[src/rtl/uart_pkg.sv]
// Shared types and defaults for the UART receive path.
package uart_pkg;

  typedef enum logic [1:0] {DB5 = 2'd0, DB6 = 2'd1, DB7 = 2'd2, DB8 = 2'd3} data_bits_e;
  typedef enum logic {RTS_RECV = 1'b0, RTS_STOP = 1'b1} rts_state_e;

  localparam int DEF_DEPTH  = 16;
  localparam int DEF_RTS_HI = 12;
  localparam int DEF_RTS_LO = 4;

  // Zero the bits above the configured character length.
  function automatic logic [7:0] mask_char(input logic [7:0] d, input data_bits_e db);
    case (db)
      DB5:     return {3'b000, d[4:0]};
      DB6:     return {2'b00, d[5:0]};
      DB7:     return {1'b0, d[6:0]};
      default: return d;
    endcase
  endfunction

endpackage

[src/rtl/uart_sync_fifo.sv]
// Single-clock show-ahead FIFO: storage, pointers and occupancy.
module uart_sync_fifo #(
  parameter int WIDTH = 9,
  parameter int DEPTH = 16
) (
  input  logic                     clk,
  input  logic                     reset,
  input  logic                     push_i,
  input  logic                     pop_i,
  input  logic [WIDTH-1:0]         wdata_i,
  output logic [WIDTH-1:0]         rdata_o,
  output logic [$clog2(DEPTH):0]   count_o,
  output logic                     full_o,
  output logic                     empty_o
);
  localparam int AW = $clog2(DEPTH);

  logic [WIDTH-1:0] mem_q [DEPTH];
  logic [AW-1:0]    wptr_q, wptr_d, rptr_q, rptr_d;
  logic [AW:0]      cnt_q, cnt_d;
  logic             do_push, do_pop;

  assign empty_o = (cnt_q == '0);
  assign full_o  = (cnt_q == (AW+1)'(DEPTH));
  assign do_pop  = pop_i && !empty_o;
  assign do_push = push_i && (!full_o || do_pop);

  always_comb begin
    wptr_d = wptr_q;
    rptr_d = rptr_q;
    cnt_d  = cnt_q + (AW+1)'(do_push) - (AW+1)'(do_pop);
    if (do_push) wptr_d = wptr_q + 1'b1;
    if (do_pop)  rptr_d = rptr_q + 1'b1;
  end

  always_ff @(posedge clk) begin
    if (reset) begin
      wptr_q <= '0;
      rptr_q <= '0;
      cnt_q  <= '0;
    end else begin
      wptr_q <= wptr_d;
      rptr_q <= rptr_d;
      cnt_q  <= cnt_d;
    end
  end

  // Storage is deliberately left out of reset.
  always_ff @(posedge clk) begin
    if (do_push && !reset) mem_q[wptr_q] <= wdata_i;
  end

  assign rdata_o = mem_q[rptr_q];
  assign count_o = cnt_q;

endmodule

[src/rtl/uart_rx_fifo.sv]
// Receive FIFO with character masking, sticky overflow and RTS hysteresis.
module uart_rx_fifo
  import uart_pkg::*;
#(
  parameter int DEPTH  = DEF_DEPTH,
  parameter int RTS_HI = DEF_RTS_HI,
  parameter int RTS_LO = DEF_RTS_LO
) (
  input  logic                     clk,
  input  logic                     reset,
  input  logic [7:0]               rx_data,
  input  logic                     rx_done,
  input  logic                     parity_error,
  input  logic [1:0]               data_bit_num,
  output logic                     rd_valid,
  input  logic                     rd_ready,
  output logic [7:0]               rd_data,
  output logic                     rd_perr,
  output logic [$clog2(DEPTH):0]   count,
  output logic                     rts_n,
  output logic                     overflow,
  input  logic                     clear_ovf
);
  localparam int CW = $clog2(DEPTH) + 1;

  logic          push, pop, drop, full, empty;
  logic [8:0]    wdata, rdata;
  logic [CW-1:0] cnt_nxt;
  logic          ovf_q, ovf_d;
  rts_state_e    rts_q, rts_d;

  assign rd_valid = !empty && !reset;
  assign pop      = rd_valid && rd_ready;
  assign push     = rx_done && (!full || pop);
  assign drop     = rx_done && !push;
  assign wdata    = {parity_error, mask_char(rx_data, data_bits_e'(data_bit_num))};

  uart_sync_fifo #(.WIDTH(9), .DEPTH(DEPTH)) u_fifo (
    .clk     (clk),
    .reset   (reset),
    .push_i  (push),
    .pop_i   (pop),
    .wdata_i (wdata),
    .rdata_o (rdata),
    .count_o (count),
    .full_o  (full),
    .empty_o (empty)
  );

  assign rd_data = rd_valid ? rdata[7:0] : 8'h00;
  assign rd_perr = rd_valid ? rdata[8]   : 1'b0;

  // A new drop outranks a coincident clear.
  always_comb begin
    ovf_d = ovf_q;
    if (drop)           ovf_d = 1'b1;
    else if (clear_ovf) ovf_d = 1'b0;
  end

  always_ff @(posedge clk) begin
    if (reset) ovf_q <= 1'b0;
    else       ovf_q <= ovf_d;
  end

  assign overflow = ovf_q;

  // Thresholds are judged on the occupancy the FIFO will hold after this edge.
  assign cnt_nxt = count + CW'(push) - CW'(pop);

  always_comb begin
    rts_d = rts_q;
    case (rts_q)
      RTS_RECV: if (cnt_nxt >= CW'(RTS_HI)) rts_d = RTS_STOP;
      RTS_STOP: if (cnt_nxt <= CW'(RTS_LO)) rts_d = RTS_RECV;
      default:  rts_d = RTS_RECV;
    endcase
  end

  always_ff @(posedge clk) begin
    if (reset) rts_q <= RTS_RECV;
    else       rts_q <= rts_d;
  end

  assign rts_n = (rts_q == RTS_STOP);

endmodule

[config.mk]
export PLATFORM = sky130hd
export DESIGN_NAME = uart_rx_fifo
export DESIGN_NICKNAME = d
export VERILOG_FILES = /design/src/rtl/uart_pkg.sv /design/src/rtl/uart_sync_fifo.sv /design/src/rtl/uart_rx_fifo.sv
export SDC_FILE = /design/constraint.sdc
export NUM_CORES = 1
export LEC_CHECK = 0
export CORE_UTILIZATION = 40
export CTS_CLUSTER_DIAMETER = 100
export DETAILED_ROUTE_END_ITERATION = 6
export GPL_TIMING_DRIVEN = 0
export PLACE_DENSITY = 0.58
export SLEW_MARGIN = 5
export SYNTH_ARGS = -nofsm -noshare
export SYNTH_HDL_FRONTEND = slang
export SYNTH_SLANG_ARGS = --single-unit
[constraint.sdc]
create_clock -name clk -period 2.75 [get_ports clk]
set_input_delay 0.55 -clock clk [delete_from_list [all_inputs] [get_ports clk]]
set_output_delay 0.55 -clock clk [all_outputs]
set_load 0.005 [all_outputs]
==> results by group, run 1 <==
Route
  – Antenna Nets Post-Route: 0
  – Vias: 3,473
  – Initial DRC Count: 321
  – Initial DRT Pass Iterations: 4
  – WL per Instance: 21.1 um
  – DRC Markers: 0
  – Detailed Route WL: 14.0 mm
  – Vias per cell: 5.22

Layout
  – Post-route cell area: 0.00819 mm^2
  – Net count, final: 464
  – Share of layout cells above drive strength 1: 32.1%
  – Multi-input logic area: 0.00199 mm^2
  – Sequential cell area: 0.00471 mm^2
  – Final non-filler cell total: 665
  – Ant diodes: 0
  – Fillers: 1,363
  – Area Growth Syn to Fin: 21.6%

Setup path
  – Max stage delay on crit path: 510 ps
  – Critical path required time: 2200 ps
  – Worst EP arrival: 2230 ps
  – CP Max Fanout: 7
  – Reg-to-Reg End: rts_n
  – Slowest CP cell: mux4_2
  – Startpoint types: register
  – Crit-path cells: buf_8, buf_6, buf_4, mux4_2, mux2_4, o21ai_2, a21oi_1, buf_2
  – CP Capture Type: output port
  – R2r startpoint: u_fifo.count_o[3]
  – Critical path class: register to output port
  – Worst R2R Path Depth: 14
  – Setup slack, reg-to-reg: 120 ps

Floorplan
  – Die H: 132 um
  – Die Area: 0.0174 mm^2
  – Core area: 0.0165 mm^2
  – IO Pins: 33
  – Row cnt: 47
  – Width of the die: 132 um
  – Starting Density: 40.8%

Synthesis
  – Ys Warns: 0
  – Most common cell in the netlist: edfxtp_1
  – Register area share after synthesis: 69.9%
  – Post-synth top cells: edfxtp_1 (144), nor2_1 (28), mux4_2 (27)
  – Seq cells post-synth: 163
  – Cells after synthesis: 367
  – Ys flop type: edfxtp_1
  – Synth area leaders: edfxtp_1 (64%), mux4_2 (9.0%), dfxtp_1 (5.6%)
  – Async S/R FF share, synth: 0%
  – Post-Syn Area per Cell: 18.3 um^2
  – Distinct cells, synth: 42
  – Synth top area share: 64.2%
  – Top cell type by total area after synthesis: edfxtp_1
  – Synth Net Count: 399
  – Post-synth EDFFs: 144
  – Synth Cell Area: 0.00673 mm^2

STA
  – Worst slew pin tran: 1010 ps
  – Hold Fails Final Rpt: 0
  – Final period utilization: 101%
  – Setup ws final: -29.0 ps
  – Final min period: 2780 ps
  – Max Clock Skew: 7.70 ps
  – Max_slew headroom: 32.2%
  – Number of setup violations in the final report: 3
  – Fmax: 360 MHz
  – Hold WS: 456 ps
  – RSZ-0062 raised after global routing: true
  – Max Slew Vio Count: 0

Clock tree
  – Clock slew at reported path FFs: 60 ps
  – CTS tree: built
  – H-tree depth: 4
  – Clk_lat worst skew: 430 ps
  – CTS buffer count: 17
  – Clock Tree Root: clkbuf_16
  – Hold_buf cts: 0
  – CTS Sinks: 163
  – Clock Path Buffers: 2

Worst hold path
  – Hold path start: u_fifo.rptr_q[3]
  – Hold crit path type: register to register
  – Hold Path Depth: 1
  – Hold endpoint: u_fifo.rptr_q[3]

Global route
  – Total congestion overflow: 0
  – Global-route wire length before repair: 21.4 mm
  – Initial antenna violation count: 0
  – Vias in the first global route: 3,614
  – GRT Total Usage: 17.2%
  – Pin count of the biggest net entering global routing: 17

Placed design
  – HPWL Detailed: 8.73 mm
  – Routability Congestion: 0.732
  – IO buf count: 32
  – Cell area after placement: 0.00733 mm^2
  – Placed insts: 619
  – Post-Place Worst Slack: -1160 ps

Power and ir drop
  – Leak Pwr: 2.71 nW
  – Design Power: 0.00665 W
  – P per Cell Area: 812 mW/mm^2
  – VDD IR max: 471 uV

Outcome
  – Failing checks: negative setup slack
  – Status: complete, but fails checks

Flow run
  – Number of max-cap violations: 0
[worst max-delay path: cells and delay by family, from the launching register on]
kind	cells	cell delay (ps)
AOI/OAI and AO/OA	2	180
buffers and inverters	4	500
DFF	1	330
muxes	2	800
[how the worst max path moves through the flow]
stage | startpoint | to | slack, ps | depth (start not counted)
finish | register | rd_perr | -30 | 8
global route | register | rd_data[4] | -110 | 8
CTS | register | rd_data[4] | -160 | 9
detailed placement | reset | rts_n | -1160 | 13
global placement | reset | rts_n | -1070 | 13
floorplan | reset | rts_n | 10 | 12
[cells by family (layout without fill, tap and decap cells)]
logic type               Yosys count  count (layout)  synth area share, %
flip-flops                       163             163                 69.9
multiplexers                      59              59                 16.1
AND/OR/NAND/NOR                   59              59                 4.48
AO/OA/AOI/OAI                     33              33                 2.94
buffers and inverters             28             106                 2.21
adder cells (fa/ha/maj)           16              16                 3.20
XOR/XNOR                           9               9                 1.17
[where the power goes]
part	leakage [nW]	internal (W)	switching, W
registers	1.46	0.00279	0.0000894
clock network	0.284	0.00134	0.000974
logic	0.964	0.000746	0.000704
[sequential cells by signal (all words and copies together) (netlist names), named ones only]
name	cells
rts_n	1
u_fifo.count_o	5
overflow	1
u_fifo.mem_q	144
u_fifo.wptr_q	4
u_fifo.rptr_q	4
[per-layer routing]
metal | global-route usage, % | share of wire (%)
met1 | 23.3 | 46
met2 | 26.7 | 48
met3 | 4.84 | 4.5
met4 | 6.20 | 1.3
met5 | 0 | 0
[through the flow]
stage / utilization [%] / TNS, ps
2_1_floorplan: - / 0
3_3_place_gp: 44.4 / -72340
4_1_cts: 49.1 / -633
6_report: 49.5 / -64.1
3_5_place_dp: 44.4 / -75660
5_1_grt: 49.5 / -691
[placed cells by master (no fill, tap or decap), types with 8 or more instances in the layout]
cell type          n
edfxtp_1         144
mux4_2            36
nor2_1            27
clkdlybuf4s50_1   22
clkbuf_16         17
dfxtp_1           16
ha_1              13
mux2i_1           11
inv_1             10
buf_4             10
a21oi_1           10
buf_2              9
mux2_4             8
xnor2_1            8
[repair_timing]
| item | CTS | global route |
|---|---|---|
| setup buffers | 11 | 5 |
| endpoints found under the setup margin | 110 | 34 |
| cloned | 1 | 0 |
| pin swaps | 5 | 7 |
| gates resized for setup | 76 | 30 |
[area by class of cell]
cell class / count / share of cell area [%]
clock inverter: 15 / 1.91
timing repair buffer: 48 / 5.41
tap: 220 / 3.36
clock buffer: 17 / 5.20
inverter: 13 / 0.596
sequential: 163 / 57.5
buffer: 13 / 1.73
multi-input combinational: 176 / 24.3
Power figures use the tool's default switching activity.
==> run 2: changes to the inputs <==
--- a/config.mk
+++ b/config.mk
@@ -10,7 +10,7 @@
 export DETAILED_ROUTE_END_ITERATION = 6
 export GPL_TIMING_DRIVEN = 0
 export PLACE_DENSITY = 0.58
-export SLEW_MARGIN = 5
+export SLEW_MARGIN = 10
 export SYNTH_ARGS = -nofsm -noshare
 export SYNTH_HDL_FRONTEND = slang
 export SYNTH_SLANG_ARGS = --single-unit
==> results of run 2 <==
No change in the layout: final DEF, timing and power equal those of run 1.
